$ cat config.mk
export PLATFORM = sky130hd
export DESIGN_NAME = lcd_host_seq
export DESIGN_NICKNAME = d
export VERILOG_FILES = /design/src/rtl/lcd_pkg.sv /design/src/rtl/lcd_cmd_fifo.sv /design/src/rtl/lcd_host_seq.sv
export SDC_FILE = /design/constraint.sdc
export NUM_CORES = 1
export LEC_CHECK = 0
export CORE_ASPECT_RATIO = 0.5
export CORE_MARGIN = 5
export CORE_UTILIZATION = 45
export DETAILED_ROUTE_END_ITERATION = 6
export PLACE_DENSITY = 0.66
export SLEW_MARGIN = 10
export SYNTH_ARGS = -nofsm -noshare
export SYNTH_HDL_FRONTEND = slang
export SYNTH_SLANG_ARGS = --single-unit
$ cat constraint.sdc
create_clock -name clk -period 3.2 [get_ports clk]
set_input_delay 0.96 -clock clk [delete_from_list [all_inputs] [get_ports clk]]
set_output_delay 0.96 -clock clk [all_outputs]
set_load 0.05 [all_outputs]
$ cat src/rtl/lcd_pkg.sv
// Shared definitions for the LCD host sequencer: command codes, image geometry
// and the host FSM state type.
package lcd_pkg;

    localparam int ADDR_W     = 6;
    localparam int IMG_PIXELS = 64;

    localparam logic [3:0] CMD_WRITE             = 4'd0;
    localparam logic [3:0] CMD_SHIFT_UP          = 4'd1;
    localparam logic [3:0] CMD_SHIFT_DOWN        = 4'd2;
    localparam logic [3:0] CMD_SHIFT_LEFT        = 4'd3;
    localparam logic [3:0] CMD_SHIFT_RIGHT       = 4'd4;
    localparam logic [3:0] CMD_MAX               = 4'd5;
    localparam logic [3:0] CMD_MIN               = 4'd6;
    localparam logic [3:0] CMD_AVERAGE           = 4'd7;
    localparam logic [3:0] CMD_COUNTER_CLOCKWISE = 4'd8;
    localparam logic [3:0] CMD_CLOCKWISE         = 4'd9;
    localparam logic [3:0] CMD_MIRROR_X          = 4'd10;
    localparam logic [3:0] CMD_MIRROR_Y          = 4'd11;
    localparam logic [3:0] CMD_LAST              = CMD_MIRROR_Y;

    typedef enum logic [0:0] {
        IDLE      = 1'b0,
        WAIT_DONE = 1'b1
    } host_state_e;

    function automatic logic cmd_is_legal(input logic [3:0] code);
        return (code <= CMD_LAST);
    endfunction

endpackage

$ cat src/rtl/lcd_cmd_fifo.sv
// Synchronous command FIFO with extra-bit pointers for full/empty detection.
module lcd_cmd_fifo
    import lcd_pkg::*;
#(
    parameter int DEPTH = 8,
    parameter int W     = 4
) (
    input  logic         clk,
    input  logic         reset,
    input  logic         push,
    input  logic [W-1:0] wdata,
    input  logic         pop,
    output logic         full,
    output logic         empty,
    output logic [W-1:0] head
);

    localparam int AW = (DEPTH > 1) ? $clog2(DEPTH) : 1;

    logic [AW:0]  wr_ptr_r;
    logic [AW:0]  rd_ptr_r;
    logic [W-1:0] mem_r [DEPTH];
    logic         push_ok_s;
    logic         pop_ok_s;

    assign full      = (wr_ptr_r[AW] != rd_ptr_r[AW]) && (wr_ptr_r[AW-1:0] == rd_ptr_r[AW-1:0]);
    assign empty     = (wr_ptr_r == rd_ptr_r);
    assign head      = mem_r[rd_ptr_r[AW-1:0]];
    // A pop frees the slot in the same cycle, so a full FIFO may push and pop together.
    assign push_ok_s = push && (!full || pop);
    assign pop_ok_s  = pop && !empty;

    // Pointer and storage update.
    always_ff @(posedge clk or negedge reset) begin
        if (!reset) begin
            wr_ptr_r <= '0;
            rd_ptr_r <= '0;
            for (int i = 0; i < DEPTH; i++) begin
                mem_r[i] <= '0;
            end
        end else begin
            if (push_ok_s) begin
                mem_r[wr_ptr_r[AW-1:0]] <= wdata;
                wr_ptr_r                <= wr_ptr_r + {{AW{1'b0}}, 1'b1};
            end
            if (pop_ok_s) begin
                rd_ptr_r <= rd_ptr_r + {{AW{1'b0}}, 1'b1};
            end
        end
    end

endmodule

$ cat src/rtl/lcd_host_seq.sv
// Host-side sequencer for the LCD image controller: buffers commands, issues
// them when the controller is free, and checksums each IRAM write-back frame.
module lcd_host_seq
    import lcd_pkg::*;
#(
    parameter int         DEPTH    = 8,
    parameter int         SUM_W    = 16,
    parameter logic [3:0] IDLE_CMD = 4'hF
) (
    input  logic              clk,
    input  logic              reset,
    input  logic [3:0]        in_cmd,
    input  logic              in_valid,
    output logic              in_ready,
    output logic [3:0]        cmd,
    output logic              cmd_valid,
    input  logic              busy,
    input  logic              done,
    input  logic              IRAM_valid,
    input  logic [ADDR_W-1:0] IRAM_A,
    input  logic [7:0]        IRAM_D,
    output logic              frame_done,
    output logic [SUM_W-1:0]  frame_sum,
    output logic [6:0]        frame_writes,
    output logic [7:0]        drop_cnt,
    output logic              seq_idle
);

    host_state_e       state_r;
    host_state_e       state_nxt_s;
    logic              full_s;
    logic              empty_s;
    logic [3:0]        head_s;
    logic              push_s;
    logic              drop_s;
    logic              pop_s;
    logic [3:0]        cmd_nxt_s;
    logic              cmd_valid_nxt_s;
    logic [3:0]        cmd_r;
    logic              cmd_valid_r;
    logic              frame_done_r;
    logic [SUM_W-1:0]  frame_sum_r;
    logic [6:0]        frame_writes_r;
    logic [7:0]        drop_cnt_r;
    logic [SUM_W-1:0]  acc_sum_r;
    logic [6:0]        acc_cnt_r;
    logic [SUM_W-1:0]  sum_with_s;
    logic [6:0]        cnt_with_s;
    logic [ADDR_W-1:0] exp_addr_r;
    logic              order_err_r;

    assign push_s = in_valid && !full_s && cmd_is_legal(in_cmd);
    assign drop_s = in_valid && !cmd_is_legal(in_cmd);

    lcd_cmd_fifo #(
        .DEPTH (DEPTH),
        .W     (4)
    ) u_fifo (
        .clk   (clk),
        .reset (reset),
        .push  (push_s),
        .wdata (in_cmd),
        .pop   (pop_s),
        .full  (full_s),
        .empty (empty_s),
        .head  (head_s)
    );

    // FSM state register.
    always_ff @(posedge clk or negedge reset) begin
        if (!reset) begin
            state_r <= IDLE;
        end else begin
            state_r <= state_nxt_s;
        end
    end

    // FSM next state: a Write issue parks the FSM until write-back completes.
    always_comb begin
        state_nxt_s = state_r;
        case (state_r)
            IDLE: begin
                if (pop_s && (head_s == CMD_WRITE)) begin
                    state_nxt_s = WAIT_DONE;
                end else begin
                    state_nxt_s = IDLE;
                end
            end
            WAIT_DONE: begin
                if (done) begin
                    state_nxt_s = IDLE;
                end else begin
                    state_nxt_s = WAIT_DONE;
                end
            end
            default: state_nxt_s = IDLE;
        endcase
    end

    // FSM outputs: pop decision and the command presented on the next cycle.
    always_comb begin
        pop_s           = 1'b0;
        cmd_nxt_s       = IDLE_CMD;
        cmd_valid_nxt_s = 1'b0;
        case (state_r)
            IDLE: begin
                if (!busy && !empty_s) begin
                    pop_s           = 1'b1;
                    cmd_nxt_s       = head_s;
                    cmd_valid_nxt_s = 1'b1;
                end else begin
                    pop_s           = 1'b0;
                end
            end
            WAIT_DONE: begin
                pop_s = 1'b0;
            end
            default: begin
                pop_s = 1'b0;
            end
        endcase
    end

    // Registered command interface; cmd falls back to IDLE_CMD so 4'h0 never lingers.
    always_ff @(posedge clk or negedge reset) begin
        if (!reset) begin
            cmd_r       <= IDLE_CMD;
            cmd_valid_r <= 1'b0;
        end else begin
            cmd_r       <= cmd_nxt_s;
            cmd_valid_r <= cmd_valid_nxt_s;
        end
    end

    // Saturating count of illegal upstream codes.
    always_ff @(posedge clk or negedge reset) begin
        if (!reset) begin
            drop_cnt_r <= 8'd0;
        end else if (drop_s && (drop_cnt_r != 8'hFF)) begin
            drop_cnt_r <= drop_cnt_r + 8'd1;
        end else begin
            drop_cnt_r <= drop_cnt_r;
        end
    end

    // Accumulator values including this cycle's write, used both to run and to close a frame.
    always_comb begin
        sum_with_s = acc_sum_r;
        cnt_with_s = acc_cnt_r;
        if (IRAM_valid) begin
            sum_with_s = acc_sum_r + SUM_W'(IRAM_D);
            cnt_with_s = (acc_cnt_r == 7'd127) ? acc_cnt_r : (acc_cnt_r + 7'd1);
        end else begin
            sum_with_s = acc_sum_r;
            cnt_with_s = acc_cnt_r;
        end
    end

    // Frame capture: done closes the frame whether or not a Write was outstanding.
    always_ff @(posedge clk or negedge reset) begin
        if (!reset) begin
            acc_sum_r      <= '0;
            acc_cnt_r      <= 7'd0;
            frame_sum_r    <= '0;
            frame_writes_r <= 7'd0;
            frame_done_r   <= 1'b0;
        end else begin
            frame_done_r <= done;
            if (done) begin
                frame_sum_r    <= sum_with_s;
                frame_writes_r <= cnt_with_s;
                acc_sum_r      <= '0;
                acc_cnt_r      <= 7'd0;
            end else begin
                acc_sum_r      <= sum_with_s;
                acc_cnt_r      <= cnt_with_s;
            end
        end
    end

    // Address-order monitor; each frame is expected to start at address 0.
    always_ff @(posedge clk or negedge reset) begin
        if (!reset) begin
            exp_addr_r  <= '0;
            order_err_r <= 1'b0;
        end else begin
            if (IRAM_valid && (IRAM_A != exp_addr_r)) begin
                order_err_r <= 1'b1;
            end else begin
                order_err_r <= order_err_r;
            end
            if (done) begin
                exp_addr_r <= '0;
            end else if (IRAM_valid) begin
                exp_addr_r <= IRAM_A + {{(ADDR_W-1){1'b0}}, 1'b1};
            end else begin
                exp_addr_r <= exp_addr_r;
            end
        end
    end

    assign in_ready     = !full_s;
    assign seq_idle     = (state_r == IDLE) && empty_s;
    assign cmd          = cmd_r;
    assign cmd_valid    = cmd_valid_r;
    assign frame_done   = frame_done_r;
    assign frame_sum    = frame_sum_r;
    assign frame_writes = frame_writes_r;
    assign drop_cnt     = drop_cnt_r;

endmodule

==> metrics.csv <==
stage,metric,value,unit
timing,rsz0062_at_grt,false,
yosys,avgSynthCellArea,11.9,sq um
floorplan,die-area,13000,sq um
yosys,syn_inst,406,
route,dr.pass1.iters,4,
pwr,switching_share,0.349,
clock_network,postCtsResizedCells,0,
floorplan,die_x,156,um
timing,tightest_slew,663,ps
pwr,switchingPower,1.78,mW
global_route,grt_max_degree,48,
yosys,synth_top_area_frac,0.504,
yosys,synth-main-ff-cell,dfrtp_1,
layout,n_antenna_cell,0,
global_route,grt_usage,0.161,
pwr,peakVddDrop,0.000354,V
yosys,synth_compound_area_frac,0.0923,
yosys,yosysSeqAreaShare,0.526,
setup_path,cp-end-kind,output pin,
global_route,antenna_found_initial,0,
yosys,synth_commonest_cells,"dfrtp_1 (97), nor2_1 (48), mux2_2 (36)",
yosys,synth_most_common_cell,dfrtp_1,
placement,dpl_cell_area,5630,sq um
timing,skew,10.2,ps
timing,setup_viol,0,
pwr,p_comb_frac,0.378,
clock_network,clock_sinks,101,
pwr,power,5.10,mW
setup_path,worstPathBufferInverterCount,1,
pwr,pwr-share-clk,0.246,
timing,hold_violations,0,
yosys,ys_seq_elements,101,
yosys,synthXorXnorAreaFrac,0.0564,
yosys,synth_edf_count,0,
min_path,hp-class,register to register,
timing,setup_slack,305,ps
yosys,syn-num-nets,443,
placement,dp_hpwl,6.83,mm
setup_path,cp-start-kind,register,
global_route,grt_pass1_wl,16.7,mm
run_status,outcome,completed,
layout,post-route-cell-area,5980,sq um
yosys,synthSimpleGateAreaFrac,0.122,
clock_network,clockRootBuffer,clkbuf_16,
floorplan,start_util,0.467,
clock_network,cts_tree,done,
yosys,synthAdderAreaFrac,0.0354,
timing,max_freq,345,MHz
global_route,overflow,0,
layout,drive_gt1_frac,0.200,
route,ant_nets,0,
clock_network,post_cts_buffers,0,
setup_path,crit_fanout,9,
pwr,power_density,853,nW/um^2
layout,area_growth,24.1,%
floorplan,fp-row-count,26,
clock_network,htreeDepth,3,
layout,nNetsFinal,511,
clock_network,clkLatencyLatePin,350,ps
timing,period_share,0.905,
floorplan,num_io_pins,63,
route,post_drt_wl_per_cell,15.5,um
floorplan,die_height,83.1,um
setup_path,path_cells,xor2_1 -> nor2_1 -> nand2_1 -> nor3_1 -> buf_12,
yosys,synth_top_family_by_area,multiplexers,
yosys,synth_area_leaders,"dfrtp_1 (50%), mux2_2 (8.4%), mux4_2 (3.7%), nor2_1 (3.7%), xnor2_1 (3.6%)",
setup_path,max_stage_delay,510,ps
clock_network,cts_buffers,9,
timing,layout_min_cycle_time,2890,ps
timing,fin_tns_setup,0,ps
timing,final_max_slew_viol_count,0,
yosys,async_flop_share,1.00,
yosys,synth_mux_area_frac,0.147,
timing,slew_headroom,0.558,
layout,fin_util,0.579,
setup_path,worst_path_dominant_cell_family,simple AND/OR/NAND/NOR gates,
setup_path,critPathSlowestCell,dfrtp_1,
flow_run,drv_cap,0,
pwr,leakagePower,2.59,nW
placement,dp_slack,8.16,ps
clock_network,path_clk_slew,70,ps
yosys,yosysUniqueCellTypes,51,
setup_path,r2r_setup_slack,1000,ps
yosys,yosysTopAreaCell,dfrtp_1,
layout,fillers,874,
setup_path,required,2240,ps
route,routed_wl,9.59,mm
placement,finalWeightedCongestion,0.819,
pwr,seqPwrFrac,0.376,
global_route,grt_pass1_vias,3265,
clock_network,cts_hold_buf,0,
placement,numPortBuffers,56,
route,dr_total_vias,3198,
floorplan,core-area,10300,sq um
route,via_per_inst,5.17,
setup_path,worstSetupPathType,register to output pin,
setup_path,cp.arrival,1930,ps
route,dr.first_iter.drc_count,138,
pwr,intPower,3.32,mW
route,drc,0,
clock_network,clock_path_buffers,2,
yosys,syn_area,4810,sq um
yosys,yosys_warnings,0,
[per-layer routing]
metal / GRT usage / wire, um
met4: 0.0417 / 78
met2: 0.250 / 4580
met1: 0.221 / 4630
met3: 0.0483 / 311
met5: 0 / 0
[power groups by stage]
| stage | Sequential (mW) | Combinational [mW] | Clock (mW) |
|---|---|---|---|
| 5_1_grt | 1.97 | 2.09 | 1.35 |
| 3_3_place_gp | 1.93 | 1.91 | 0 |
| 4_1_cts | 1.92 | 1.96 | 1.29 |
| 2_1_floorplan | 2.17 | 1.17 | 0 |
| 6_report | 1.91 | 1.93 | 1.25 |
| 3_5_place_dp | 1.94 | 1.95 | 0 |
[path summary, 6_finish.rpt]
path,from,to,cells past startpoint
max,u_fifo.wr_ptr_r[0],seq_idle,5
min,drop_cnt[5],drop_cnt[5],1
max reg2reg,acc_sum_r[0],frame_sum[14],8
min reg2reg,drop_cnt[5],drop_cnt[5],1
max in group asynchronous,reset,cmd[3],2
min in group asynchronous,reset,u_fifo.mem_r[29],1
[metrics by stage]
| stage | cells | hold slack (ps) |
|---|---|---|
| global placement | 603 | 474 |
| detailed placement | 603 | 486 |
| finish | 619 | 499 |
| CTS | 619 | 502 |
| global route | 619 | 518 |
| floorplan | 406 | 459 |
[final cells by class]
cell class	instances	area (sq um)	area share
Clock inverter	7	123	0.0205
Inverter	5	18.8	0.00314
Timing Repair Buffer	76	723	0.121
Tap cell	140	175	0.0293
Clock buffer	9	225	0.0377
Multi-Input combinational cell	281	2180	0.365
Sequential cell	101	2530	0.424
[sequential cells by signal, indices dropped and copies added (netlist names)]
register,cells
u_fifo.wr_ptr_r,4
acc_cnt_r,7
state_r,1
u_fifo.rd_ptr_r,4
drop_cnt,8
frame_done,1
frame_sum,16
frame_writes,7
acc_sum_r,16
cmd_valid,1
u_fifo.mem_r,32
cmd,4
[layout by cell type (no fill, tap or decap), types with 8 or more instances in the layout]
cell | Yosys | layout
a21oi_1 | 27 | 27
buf_4 | 3 | 21
clkbuf_16 | 0 | 9
clkdlybuf4s50_1 | 0 | 52
dfrtp_1 | 97 | 97
ha_1 | 12 | 12
mux2_2 | 36 | 36
mux2i_1 | 11 | 11
mux4_2 | 8 | 8
nand2_1 | 24 | 24
nand3_1 | 12 | 12
nor2_1 | 48 | 48
xnor2_1 | 20 | 20
xor2_1 | 11 | 11
[kinds of logic (layout without fill, tap and decap cells)]
kind of cell    after synthesis  in the layout
simple gates                117            117
flops                       101            101
compound gates               64             64
mux                          56             56
xor+xnor                     31             31
buf+inv                      24             97
fa+ha+maj                    13             13
[worst register-to-register path, stage by stage (launching register included)]
cell and delay, ps:
dfrtp_1 380, ha_1 210, fa_1 400, a21o_1 210, a221oi_1 250, buf_4 190
a2111oi_0 110, xnor2_1 230, a21oi_1 100
Note: power is estimated with default switching activity, not from simulation.
==> patch 1 (config.mk and constraints unchanged) <==
`SUM_W`: 16 -> 14.
--- a/src/rtl/lcd_host_seq.sv
+++ b/src/rtl/lcd_host_seq.sv
@@ -6,3 +6,3 @@
     parameter int         DEPTH    = 8,
-    parameter int         SUM_W    = 16,
+    parameter int         SUM_W    = 14,
     parameter logic [3:0] IDLE_CMD = 4'hF
Ports: changed (resized frame_sum); port bits go from 63 to 61. No check against the original RTL was run, so the function may have changed too.
==> patch 1 against the unedited design <==
  * Hold slack got worse by 0.0070 ns
  * Worst setup slack lost 0.14 ns
  * Sequential cell count decreased by 4
  * Routed wire length fell by 9.6%
  * Design area down 5.5%
  * Total power down 5.5%
  * Critical endpoint is now in_ready
  * Synthesized cell count is 3.4% lower
  * Synthesized area decreased by 3.8%
  * Sequential share of layout area is 0.69 points higher
==> patch 1: results (changes against the unedited design) <==
metric	value	unit	change
slowest stage delay, CP	0.75	ns	was 0.51 ns
final worst slack	0.161	ns	was 0.305 ns
largest fanout on the critical path	7		was 9
top cells by count, synth	dfrtp_1, nor2_1, mux2_2		unchanged
GRT Util Overall	15.3	%	was 16.1%
Syn Nets	429		was 443
Placed Area	0.00531	sq mm	was 0.00563 sq mm
filler-free cell count of the finished design	594		was 619
Reg-to-Reg End	frame_sum[6]		was frame_sum[14]
Power Total	4.82	mW	was 5.10 mW
Hold Worst Slack	0.492	ns	was 0.499 ns
Leakage	2.49	nW	was 2.59 nW
worst setup path endpoint	in_ready		was seq_idle
clock latency on the worst-skew pair	0.34	ns	
Power Clock	1.23	mW	
combinational power share	36.3	%	was 37.8%
fraction of registers with async set/reset	100	%	unchanged
WHS Path Cells	2		was 1
share of post-route cells with drive strength above 1	20.7	%	was 20.0%
largest net degree at the start of global routing	49		was 48
top post-synthesis cells by area	dfrtp_1, mux2_2, mux4_2		unchanged
DRT antenna net count	0		unchanged
Hold Crit Start	frame_sum[10]		was drop_cnt[5]
first-pass GRT wire length	15200	um	was 16700 um
worst reg-to-reg path cell count	9		was 8
reg-to-reg startpoint	acc_sum_r[0]		unchanged
wire per inst	14.6	um	was 15.5 um
Final #Nets	486		was 511
worst reg2reg setup slack	0.90	ns	was 1.00 ns
Final Wtd Congestion	0.765		was 0.819
CP max stage cell	clkdlybuf4s50_1		was dfrtp_1
Port Buffer Count	54		was 56
dpl hpwl	6150	um	was 6830 um
Tightest Pin Transition	0.582	ns	was 0.663 ns
Clock Skew	0.00798	ns	was 0.0102 ns
CP startpoint	u_fifo.rd_ptr_r[2]		was u_fifo.wr_ptr_r[0]
clock buffer depth	2		unchanged
setup TNS	0	ns	unchanged
Net Switching	1.64	mW	was 1.78 mW
mean area per synthesized cell	11.8	sq um	was 11.9 sq um
Via Count	3046		was 3198
worst path arrival time	2.08	ns	was 1.93 ns
cell family with most CP delay	buffers and inverters		was simple AND/OR/NAND/NOR gates
1st-iter DRT viols	146		was 138
fillcell total	870		was 874
status	finished, final reports clean		unchanged
Worst Hold End	frame_sum[10]		was drop_cnt[5]
fraction of the yosys area taken by sequential cells	52.6	%	about the same
vias in the first global route	3103		was 3265
placed cell count	578		was 603
patch 1: layer usage:
metal	global-route usage (%)	up-vias	wire, um
li1	-	1486	-
met3	4.37	10	250
met2	25.2	29	4210
met5	0	-	0
met1	20.2	1521	4110
met4	4.58	0	99
patch 1: cell type report:
| type | instances | area [sq um] | area share [%] |
|---|---|---|---|
| Sequential cell | 97 | 2430 | 43.1 |
| Clock buffer | 9 | 225 | 3.99 |
| Clock inverter | 7 | 116 | 2.06 |
| Inverter | 10 | 37.5 | 0.665 |
| Multi-Input combinational cell | 266 | 2040 | 36.0 |
| Timing Repair Buffer | 65 | 626 | 11.1 |
| Tap cell | 140 | 175 | 3.10 |
patch 1: kinds of logic after synthesis:
logic type	count (synthesis)	share of synthesized area, %
AND/OR/NAND/NOR	119	12.9
AO/OA/AOI/OAI	49	6.57
flip-flops	97	52.6
buffers and inverters	29	3.60
adder cells (fa/ha/maj)	13	3.68
XOR/XNOR	31	5.87
multiplexers	54	14.8
==> patch 2 (same flow settings) <==
Without the edit above. Put one more register stage on the output `drop_cnt`, with the module's reset. The value now appears one clock later. The other outputs are not delayed to match.
--- a/src/rtl/lcd_host_seq.sv
+++ b/src/rtl/lcd_host_seq.sv
@@ -208,3 +208,9 @@
     assign frame_writes = frame_writes_r;
-    assign drop_cnt     = drop_cnt_r;
+    always_ff @(posedge clk or negedge reset) begin
+        if (!reset) begin
+            drop_cnt <= '0;
+        end else begin
+            drop_cnt <= drop_cnt_r;
+        end
+    end
 
Function: changed (Yosys sat finds a counterexample within 4 cycles, from zero or initial values and one cycle with reset low).
==> patch 2 against the unedited design <==
  * Sequential cell count up 8
  * Via count up 3.6%
  * First-iteration DRC count up 17%
  * Total power down 0.13%
  * Global-route usage down 1.2 points
  * Routed wire length down 0.15%
  * Worst setup slack worse by 0.0096 ns
  * Critical endpoint unchanged
  * Hold slack worse by 0.060 ns
  * Maximum frequency down 0.33%
  * Design area up 3.6%
  * Synthesized area up 7.4%
==> patch 2: results (changes against the unedited design) <==
metric	value	unit	change
worst reg-to-reg path cell count	5		was 8
Clock Skew	0.00864	ns	was 0.0102 ns
Power Total	5.09	mW	was 5.10 mW
Synth Area in XOR/XNOR	5.57	%	was 5.64%
clock buffer depth	2		unchanged
1st-iter DRT viols	162		was 138
wire per inst	15.1	um	was 15.5 um
cts repair resizes	0		unchanged
Syn Nets	464		was 443
Post-Synth Adder-Cell Area	3.29	%	was 3.54%
largest fanout on the critical path	7		was 9
clk slew on worst S/H paths	0.08	ns	
first-pass GRT wire length	16800	um	was 16700 um
top post-synthesis cells by area	dfrtp_1, mux2_4, mux2_2		was dfrtp_1, mux2_2, mux4_2
met2 usage	24.2	%	was 25.0%
GRT Util Overall	14.9	%	was 16.1%
cell family with most CP delay	simple AND/OR/NAND/NOR gates		unchanged
fraction of the yosys area taken by sequential cells	52.9	%	was 52.6%
fillcell total	945		was 874
worst vdd ir	0.363	mV	was 0.354 mV
Reg-to-Reg End	u_fifo.mem_r[9]		was frame_sum[14]
mean area per synthesized cell	12.1	sq um	was 11.9 sq um
final worst slack	0.296	ns	was 0.305 ns
final WL	9580	um	was 9590 um
status	finished, final reports clean		unchanged
Placed Area	0.00590	sq mm	was 0.00563 sq mm
Worst Hold End	drop_cnt[1]		was drop_cnt[5]
reg-to-reg startpoint	u_fifo.wr_ptr_r[0]		was acc_sum_r[0]
worst reg2reg setup slack	1.02	ns	was 1.00 ns
top cells by count, synth	dfrtp_1, nor2_1, a21oi_1		was dfrtp_1, nor2_1, mux2_2
slowest stage delay, CP	0.57	ns	was 0.51 ns
vias in the first global route	3429		was 3265
Final #Nets	521		was 511
dpl hpwl	6630	um	was 6830 um
share of post-route cells with drive strength above 1	18.2	%	was 20.0%
Main synth FF type	dfrtp_1		unchanged
met1 global-route usage	20.5	%	was 22.1%
compound-gate portion of the synthesized area	7.82	%	was 9.23%
pre-CTS setup slack	0.0161	ns	was 0.00816 ns
initial antenna violation count	0		unchanged
headroom to the max-slew limit	37.5	%	was 55.8%
Final Wtd Congestion	0.741		was 0.819
vias per inst	5.22		was 5.17
met1 wire length	4740	um	was 4630 um
Hold Worst Slack	0.439	ns	was 0.499 ns
DR WL met3	288	um	was 311 um
CP startpoint	u_fifo.rd_ptr_r[2]		was u_fifo.wr_ptr_r[0]
largest net degree at the start of global routing	88		was 48
Synth cell types	49		was 51
mux share of post-synthesis cell area	14.9	%	was 14.7%
Leakage	2.77	nW	was 2.59 nW
placed cell count	618		was 603
Met2 Wirelength	4460	um	was 4580 um
WHS Path Cells	0		was 1
met3 Use GR	4.03	%	was 4.83%
Multi-input gate area	0.00231	sq mm	was 0.00218 sq mm
Hold Crit Start	drop_cnt_r[1]		was drop_cnt[5]
CTS Buf Count	9		unchanged
patch 2: cell count changes in the layout (fill, tap and decap cells not counted), sizes merged, moves of 4 or more:
cell | unedited run | this run
buf | 24 | 15
dfrtp | 97 | 105
nand3 | 12 | 20
xor2 | 11 | 18
nand4 | 5 | 11
nor2b | 3 | 9
xnor2 | 20 | 14
nand2 | 24 | 19
o21ai | 4 | 8
patch 2: area by class of cell:
cell class                      instances  share of cell area [%]
Timing Repair Buffer                   67                    10.6
Inverter                                5                   0.303
Sequential cell                       109                    44.1
Clock inverter                          7                    1.09
Multi-Input combinational cell        292                    37.3
Clock buffer                            9                    3.64
Tap cell                              145                    2.93
patch 2: where the power goes:
| part | switching, mW | internal [mW] |
|---|---|---|
| sequential | 0.290 | 1.78 |
| clock | 0.537 | 0.548 |
| combinational | 1.01 | 0.925 |
| total | 1.84 | 3.25 |
